**src/rtl/draw_car_pkg.sv**
```systemverilog
// Shared VGA bus layout, 800x600 timing constants and car sprite artwork.
package draw_car_pkg;

    localparam int unsigned H_ACTIVE            = 800;
    localparam int unsigned V_ACTIVE            = 600;
    localparam int unsigned H_TOTAL             = 1056;
    localparam int unsigned V_TOTAL             = 628;
    localparam int unsigned COUNT_W             = 11;
    localparam int unsigned RGB_W               = 12;
    localparam int unsigned SPRITE_SIZE_DEFAULT = 32;
    localparam int unsigned ROM_AW              = 10;
    localparam logic [RGB_W-1:0] TRANSPARENT_DEFAULT = 12'hF0F;

    typedef struct packed {
        logic [COUNT_W-1:0] hcount;
        logic [COUNT_W-1:0] vcount;
        logic               hsync;
        logic               vsync;
        logic               hblnk;
        logic               vblnk;
        logic [RGB_W-1:0]   rgb;
    } vga_bus_t;

    localparam int unsigned VGA_BUS_SIZE = $bits(vga_bus_t);

    typedef enum logic [1:0] {
        DIR_UP    = 2'd0,
        DIR_RIGHT = 2'd1,
        DIR_DOWN  = 2'd2,
        DIR_LEFT  = 2'd3
    } dir_t;

    // Car artwork: checkerboard of transparent cells and position-tinted pixels.
    function automatic logic [RGB_W-1:0] car_pixel(input logic [ROM_AW-1:0] addr);
        logic [4:0]       r;
        logic [4:0]       c;
        logic [RGB_W-1:0] pix;
        r = addr[9:5];
        c = addr[4:0];
        if ((r[0] ^ c[0]) == 1'b1) begin
            pix = TRANSPARENT_DEFAULT;
        end else begin
            pix = 12'h0F0 ^ {r[3:0], c[3:0], r[4], c[4], 2'b00};
        end
        return pix;
    endfunction

endpackage

```
**src/rtl/car_rom.sv**
```systemverilog
// Synchronous 1024x12 car sprite ROM with one-cycle read latency.
module car_rom
    import draw_car_pkg::*;
(
    input  logic              clk,
    input  logic [ROM_AW-1:0] addr,
    output logic [RGB_W-1:0]  rgb
);

    always_ff @(posedge clk) begin
        rgb <= car_pixel(addr);
    end

endmodule

```
**src/rtl/draw_car.sv**
```systemverilog
// Car sprite overlay on the VGA bus: frame-latched position and orientation,
// transparent-colour keying, three-cycle latency on every bus field.
module draw_car
    import draw_car_pkg::*;
#(
    parameter int unsigned      SPRITE_SIZE = SPRITE_SIZE_DEFAULT,
    parameter logic [RGB_W-1:0] TRANSPARENT = TRANSPARENT_DEFAULT
) (
    input  logic               pclk,
    input  logic               rst,
    input  vga_bus_t           vga_in,
    output vga_bus_t           vga_out,
    input  logic [COUNT_W-1:0] xpos,
    input  logic [COUNT_W-1:0] ypos,
    input  logic [1:0]         dir,
    input  logic               enable
);

    localparam int unsigned SW = $clog2(SPRITE_SIZE);

    logic [COUNT_W-1:0] xs;
    logic [COUNT_W-1:0] ys;
    dir_t               dir_s;
    logic               enable_s;
    logic               vblnk_prev;

    logic [COUNT_W-1:0] u;
    logic [COUNT_W-1:0] v;
    logic [SW-1:0]      row;
    logic [SW-1:0]      col;
    logic               inside_c;

    logic [2*SW-1:0]    addr_q;
    logic               inside_d1;
    logic               inside_d2;
    vga_bus_t           bus_d1;
    vga_bus_t           bus_d2;
    logic [RGB_W-1:0]   rom_rgb;
    vga_bus_t           out_c;

    // Shadow registers only move on the vblnk rising edge, so a frame never tears.
    always_ff @(posedge pclk or posedge rst) begin
        if (rst) begin
            xs         <= '0;
            ys         <= '0;
            dir_s      <= DIR_UP;
            enable_s   <= 1'b0;
            vblnk_prev <= 1'b0;
        end else begin
            vblnk_prev <= vga_in.vblnk;
            if (vga_in.vblnk && !vblnk_prev) begin
                xs       <= xpos;
                ys       <= ypos;
                dir_s    <= dir_t'(dir);
                enable_s <= enable;
            end
        end
    end

    // Local coordinates wrap, so pixels left of or above the sprite fail the range test.
    always_comb begin
        u        = vga_in.hcount - xs;
        v        = vga_in.vcount - ys;
        inside_c = enable_s & ~vga_in.hblnk & ~vga_in.vblnk
                 & (u < COUNT_W'(SPRITE_SIZE)) & (v < COUNT_W'(SPRITE_SIZE));
        row      = v[SW-1:0];
        col      = u[SW-1:0];
        case (dir_s)
            DIR_UP: begin
                row = v[SW-1:0];
                col = u[SW-1:0];
            end
            DIR_RIGHT: begin
                row = u[SW-1:0];
                col = ~v[SW-1:0];
            end
            DIR_DOWN: begin
                row = ~v[SW-1:0];
                col = ~u[SW-1:0];
            end
            DIR_LEFT: begin
                row = ~u[SW-1:0];
                col = v[SW-1:0];
            end
            default: begin
                row = v[SW-1:0];
                col = u[SW-1:0];
            end
        endcase
    end

    car_rom u_car_rom (
        .clk  (pclk),
        .addr (addr_q),
        .rgb  (rom_rgb)
    );

    // Blanking forces black; opaque sprite pixels replace the delayed background.
    always_comb begin
        out_c = bus_d2;
        if (bus_d2.hblnk || bus_d2.vblnk) begin
            out_c.rgb = '0;
        end else if (inside_d2 && (rom_rgb != TRANSPARENT)) begin
            out_c.rgb = rom_rgb;
        end
    end

    always_ff @(posedge pclk or posedge rst) begin
        if (rst) begin
            addr_q    <= '0;
            inside_d1 <= 1'b0;
            inside_d2 <= 1'b0;
            bus_d1    <= '0;
            bus_d2    <= '0;
            vga_out   <= '0;
        end else begin
            addr_q    <= {row, col};
            inside_d1 <= inside_c;
            bus_d1    <= vga_in;
            inside_d2 <= inside_d1;
            bus_d2    <= bus_d1;
            vga_out   <= out_c;
        end
    end

endmodule

```
**config.mk**
```make
export PLATFORM = sky130hd
export DESIGN_NAME = draw_car
export DESIGN_NICKNAME = d
export VERILOG_FILES = /design/src/rtl/draw_car_pkg.sv /design/src/rtl/car_rom.sv /design/src/rtl/draw_car.sv
export SDC_FILE = /design/constraint.sdc
export NUM_CORES = 1
export LEC_CHECK = 0
export ABC_AREA = 0
export BUFFER_PORTS_ARGS = -buffer_cell sky130_fd_sc_hd__clkbuf_2
export CORE_AREA = 2 2 113 197
export DETAILED_ROUTE_END_ITERATION = 16
export DIE_AREA = 0 0 115 199
export SYNTH_ARGS = -nofsm -noshare
export SYNTH_HDL_FRONTEND = slang
export SYNTH_SLANG_ARGS = --single-unit
export TNS_END_PERCENT = 50
```
**constraint.sdc**
```tcl
create_clock -name pclk -period 12.6 [get_ports pclk]
set_input_delay 1.89 -clock pclk [delete_from_list [all_inputs] [get_ports pclk]]
set_output_delay 1.89 -clock pclk [all_outputs]
set_load 0.1 [all_outputs]
```
==> impl_metrics.yaml, run 1 <==
global_routing:
  grt_max_degree: 97
  grt_usage: 0.109
  grt_pass1_wl_um: 18400
  overflow: 0
  antenna_found_initial: 0
  grt_pass1_vias: 3583
placed_design:
  io_buffers: 102
  placed_cell_area_um2: 6640
  gp_congestion: 0.828
  dp_hpwl_um: 8460
setup_path:
  worst_setup_path_end_kind: "flop"
  slowest_stage: "or4_1"
  cp-endpoint: "inside_d1"
  critical_path_class: "in -> reg"
  critical-path-max-stage-delay_ns: 0.49
  start_kind: "primary input"
  crit_path_start: "vga_in[16]"
  r2r_end: "inside_d1"
  reg2regPathDepth: 8
  critPathMaxFanout: 3
  cp.arrival_ns: 4.16
  worstPathCellList: "clkbuf_2 -> inv_1 -> ha_1 -> fa_1 -> nor2b_1 -> o2111ai_1 -> a21boi_0 -> o22ai_1 -> or4_1 -> nor4_2"
  rrSetupSlack_ns: 9.99
  crit_required_ns: 12.93
  r2r-start: "ys[0]"
floorplan:
  fp.dieH_um: 199
  coreArea_um2: 21300
  fp.dieW_um: 115
  initial_utilization: 0.274
  io_pins: 103
  num_rows: 71
  die-area_um2: 22900
routing:
  drt-initial-drc-count: 165
  via_count: 3413
  post-route-drc-count: 0
  wl_met2_um: 6540
  dr_wl_met3_um: 585
  wl_met1_um: 4190
  dr.pass1.iters: 4
  wl_per_cell_um: 14.1
  highest_layer: "met4"
  routed_wirelength_um: 11500
  drt.antenna.violating_nets: 0
  avgViaCountPerCell: 4.19
synthesis:
  syn_inst: 435
  ys_ff_latch: 162
  async_flop_share: 0.932
  synth.avg_cell_area_um2: 13.4
  yosysSeqAreaShare: 0.685
  netlist-cell-type-count: 48
  netlist_area_um2: 5840
  yosysTopAreaCell: "dfrtp_1"
  ys.flop_type: "dfrtp_1"
  synth_edf_count: 0
  yosysWarnings: 0
  yosysTopAreaCellShare: 0.647
  synth_nets: 522
  synth_area_leaders: "dfrtp_1 65%, ha_1 4.3%, dfxtp_1 3.8%"
cells_and_area:
  antennaDiodeCount: 0
  fill_cells: 2112
  drive_above_1_share: 0.277
  final_nets: 633
  fin_area_um2: 7270
  area_growth_pct: 24.4
cts:
  cts_setup_buffers: 0
  cts_max_path_buffers: 2
  postCtsHoldBufs: 0
  cts-root-buf: "clkbuf_16"
  clk_pin_slew_ns: 0.07
  clock_latency_ns: 0.42
  cts_resized: 0
  htreeDepth: 4
  cts_buffers: 17
  clock-sinks: 162
  cts_tree: "yes"
flow_run:
  maxCapViolCount: 0
power:
  swShare: 0.287
  p_leak_nw: 3.51
  powerDensity_nw_per_um2: 188
  finalPower_w: 0.00137
  power_frac_comb: 0.168
  p_int_w: 0.000975
  power.share.sequential: 0.442
  ir_drop_mv: 0.0876
  net-switching-power_w: 0.000393
  clockPowerShare: 0.389
timing:
  fin_crit_ns: 3.84
  slew_headroom: 0.443
  finalSetupViolCount: 0
  fin_setup_tns_ns: 0
  finClkSkew_ns: 0.00882
  fmax_mhz: 261
  timing.final.crit_share: 0.304
  tightest_slew_ns: 0.836
  finalHoldViolations: 0
  rsz0062_at_grt: "no"
  maxSlewViolCount: 0
min_path:
  hold_path_class: "reg -> reg"
  hold_depth: 0
outcome:
  status: "finished clean"
area by class of cell:
type | instances | area, µm² | share of cell area
multi-input combinational | 228 | 1670 | 0.229
tap | 255 | 319 | 0.0439
clock buffer | 19 | 453 | 0.0623
sequential | 162 | 4000 | 0.550
timing repair buffer | 105 | 533 | 0.0734
clock inverter | 13 | 170 | 0.0234
inverter | 32 | 125 | 0.0172
through the flow:
stage | std cells | hold slack [ns] | setup WS, ns | utilization
after detailed placement | 782 | 0.335 | 8.34 | 0.312
after CTS | 814 | 0.344 | 8.79 | 0.341
final | 814 | 0.341 | 8.76 | 0.341
after global routing | 814 | 0.350 | 8.70 | 0.341
after floorplan | 435 | 0.331 | 6.65 | -
after global placement | 782 | 0.331 | 8.42 | 0.312
worst min-delay path by stage:
stage,startpoint,endpoint,slack [ns]
finish,bus_d1[1],bus_d2[1],0.34
detailed placement,bus_d1[16],bus_d2[16],0.33
global route,bus_d1[1],bus_d2[1],0.35
global placement,bus_d1[22],bus_d2[22],0.33
CTS,bus_d1[6],bus_d2[6],0.34
floorplan,bus_d1[0],bus_d2[0],0.33
state kept, by name, indices dropped and copies added (netlist names):
register / cells
xs: 11
ys: 11
inside_d1: 1
vga_out: 38
bus_d1: 38
bus_d2: 38
u_car_rom.rgb: 11
inside_d2: 1
dir_s: 2
enable_s: 1
addr_q: 10
worst max-delay path: cells and delay by family:
family	cells	cell delay, ns
compound gates	3	0.60
fa+ha+maj	2	0.63
buf+inv	2	0.13
simple gates	3	0.92
Yosys cell counts, types with 2 or more instances:
| library cell | n |
|---|---|
| xnor2_1 | 16 |
| o21a_1 | 3 |
| clkbuf_1 | 9 |
| a21o_1 | 8 |
| a21oi_1 | 9 |
| ha_1 | 20 |
| nand3b_1 | 3 |
| a31oi_1 | 3 |
| dfrtp_1 | 151 |
| nor2_1 | 21 |
| a21boi_0 | 2 |
| o2111ai_1 | 5 |
| nand3_1 | 2 |
| o21ai_0 | 28 |
| inv_1 | 32 |
| and3_1 | 4 |
| nor3_1 | 2 |
| nand2_1 | 27 |
| a221oi_1 | 3 |
| nand2b_1 | 9 |
| mux2_2 | 7 |
| dfxtp_1 | 11 |
| fa_1 | 2 |
| or2_2 | 2 |
| xor2_1 | 7 |
| buf_4 | 2 |
| o22ai_1 | 3 |
| mux2i_1 | 17 |
| nor2b_1 | 8 |
power groups by stage:
stage | Combinational [W] | Sequential, W | Clock (W)
6_report | 0.000230 | 0.000605 | 0.000532
5_1_grt | 0.000258 | 0.000613 | 0.000570
4_1_cts | 0.000236 | 0.000607 | 0.000550
3_5_place_dp | 0.000235 | 0.000617 | 0
3_3_place_gp | 0.000234 | 0.000615 | 0
2_1_floorplan | 0.000144 | 0.000647 | 0
placed cells by master (no fill, tap or decap), drive strengths merged, types with 7 or more instances in the layout:
| cell | n |
|---|---|
| o21ai | 28 |
| xor2 | 8 |
| a21o | 8 |
| nor2b | 8 |
| mux2 | 7 |
| ha | 20 |
| nand2 | 27 |
| inv | 37 |
| clkbuf | 121 |
| dfrtp | 151 |
| nor2 | 21 |
| dfxtp | 11 |
| a21oi | 9 |
| mux2i | 17 |
| xnor2 | 16 |
| nand2b | 9 |
metal layers:
metal / vias up / track usage
met5: - / 0
met4: 0 / 0.0428
met3: 13 / 0.0381
met2: 80 / 0.203
met1: 1641 / 0.109
li1: 1679 / -
kinds of logic after synthesis:
logic type      share of synthesized area
buf+inv                            0.0306
xor+xnor                           0.0373
compound gates                     0.0788
mux                                0.0426
fa+ha+maj                          0.0497
flops                               0.685
simple gates                       0.0765
Power figures use the tool's default switching activity.
==> run 2, diff against run 1 <==
==> constraint.sdc (replaced) <==
create_clock -name pclk -period 3.3 [get_ports pclk]
set_input_delay 0.495 -clock pclk [delete_from_list [all_inputs] [get_ports pclk]]
set_output_delay 0.495 -clock pclk [all_outputs]
set_load 0.1 [all_outputs]
==> run 2 against run 1 <==
Against the previous run:
- sequential share of layout area down 0.085 points
- via count up 0.88%
- die area unchanged
- largest cell class unchanged
- cell area up 0.15%
- hold slack worse by 0.31 ns
- non-clock buffer count up 3
==> impl_metrics.yaml, run 2 (synthesized netlist as in run 1, its figures left out) <==
routing:
  drt.antenna.violating_nets: 0
  dr.pass1.iters: 4
  wl_per_cell_um: 14.2
  avgViaCountPerCell: 4.21
  drt-initial-drc-count: 199
  routed_wirelength_um: 11600
  via_count: 3443
  post-route-drc-count: 0
setup_path:
  worst_setup_path_end_kind: "flop"
  critPathMaxFanout: 3
  cp.arrival_ns: 2.93
  critical_path_class: "reg -> reg"
  crit_required_ns: 3.63
  start_kind: "flop"
cells_and_area:
  antennaDiodeCount: 0
  fin_area_um2: 7280
  drive_above_1_share: 0.281
  final_cell_mix: "151 x dfrtp_1, 102 x clkbuf_2, 31 x inv_1"
  final_nets: 636
  area_growth_pct: 24.6
  top_regs: "bus_d1 x38, bus_d2 x38, vga_out x38"
  final_common_cell: "dfrtp_1"
timing:
  finalHoldViolations: 0
  tightest_slew_ns: 0.886
  fin_crit_ns: 2.60
  fmax_mhz: 385
  timing.final.crit_share: 0.786
  finClkSkew_ns: 0.00793
  worst_slack_ns: 0.705
  finalSetupViolCount: 0
  maxSlewViolCount: 0
  rsz0062_at_grt: "no"
  fin_setup_tns_ns: 0
  slew_headroom: 0.407
cts:
  cts_setup_buffers: 0
  clock_latency_ns: 0.43
  cts_resized: 0
  clock-sinks: 162
  cts-root-buf: "clkbuf_16"
  htreeDepth: 4
  clk_pin_slew_ns: 0.07
  cts_buffers: 17
  cts_max_path_buffers: 2
  cts_tree: "yes"
  postCtsHoldBufs: 0
global_routing:
  grt_pass1_vias: 3718
  grt_max_degree: 101
  grt_usage: 0.112
  overflow: 0
  antenna_found_initial: 0
  grt_pass1_wl_um: 18900
placed_design:
  dp_hpwl_um: 8700
  io_buffers: 102
  placed_cell_area_um2: 6680
  dpl_worst_slack_ns: 0.421
  gp_congestion: 0.818
power:
  ir_drop_mv: 0.320
  p_leak_nw: 3.51
  powerDensity_nw_per_um2: 710
  finalPower_w: 0.00517
flow_run:
  maxCapViolCount: 0
floorplan:
  coreArea_um2: 21300
  fp.dieH_um: 199
  fp.dieW_um: 115
  die-area_um2: 22900
  initial_utilization: 0.274
  num_rows: 71
  io_pins: 103
min_path:
  hold_path_class: "in -> async"
outcome:
  status: "finished clean"
[run 2: area by class of cell]
class,count,area [µm²]
Fill cell,2122,14000
Sequential cell,162,4000
Multi-Input combinational cell,228,1670
Timing Repair Buffer,108,568
Clock buffer,18,439
Tap cell,255,319
Clock inverter,14,161
Inverter,32,124
[run 2: report_power, final]
| part | internal, W | switching [W] |
|---|---|---|
| logic | 0.000331 | 0.000556 |
| clock network | 0.00110 | 0.000876 |
| registers | 0.00221 | 0.0000996 |
| total | 0.00364 | 0.00153 |
[run 2: path summary, 6_finish.rpt]
path	slack, ns	depth (start not counted)	endpoint	start
max	0.70	8	inside_d1	ys[0]
min	0.04	2	vga_out[21]	rst
max reg2reg	0.70	8	inside_d1	ys[0]
min reg2reg	0.35	0	bus_d2[4]	bus_d1[4]
max in group asynchronous	2.43	3	vga_out[32]	rst
min in group pclk	0.18	1	bus_d1[5]	vga_in[5]
[run 2: worst max-delay path: stages, from the launching register on]
cell and delay, ns:
dfrtp_1 0.38, ha_1 0.21, fa_1 0.40, nor2b_1 0.16, o2111ai_1 0.15, a21boi_0 0.32, o22ai_1 0.13, or4_1 0.49
nor4_2 0.27
[run 2: routing by layer]
layer,vias up,global-route usage,share of wire
met4,0,0.0513,0.025
met1,1644,0.113,0.37
met2,92,0.203,0.56
li1,1687,-,-
met3,20,0.0378,0.049
met5,-,0,0
[run 2: per-stage QoR]
stage / utilization / cells / hold WS, ns
floorplan: - / 435 / 0.331
global placement: 0.313 / 785 / 0.331
detailed placement: 0.313 / 785 / 0.335
CTS: 0.341 / 817 / 0.0263
global route: 0.341 / 817 / 0.0516
finish: 0.341 / 817 / 0.0352
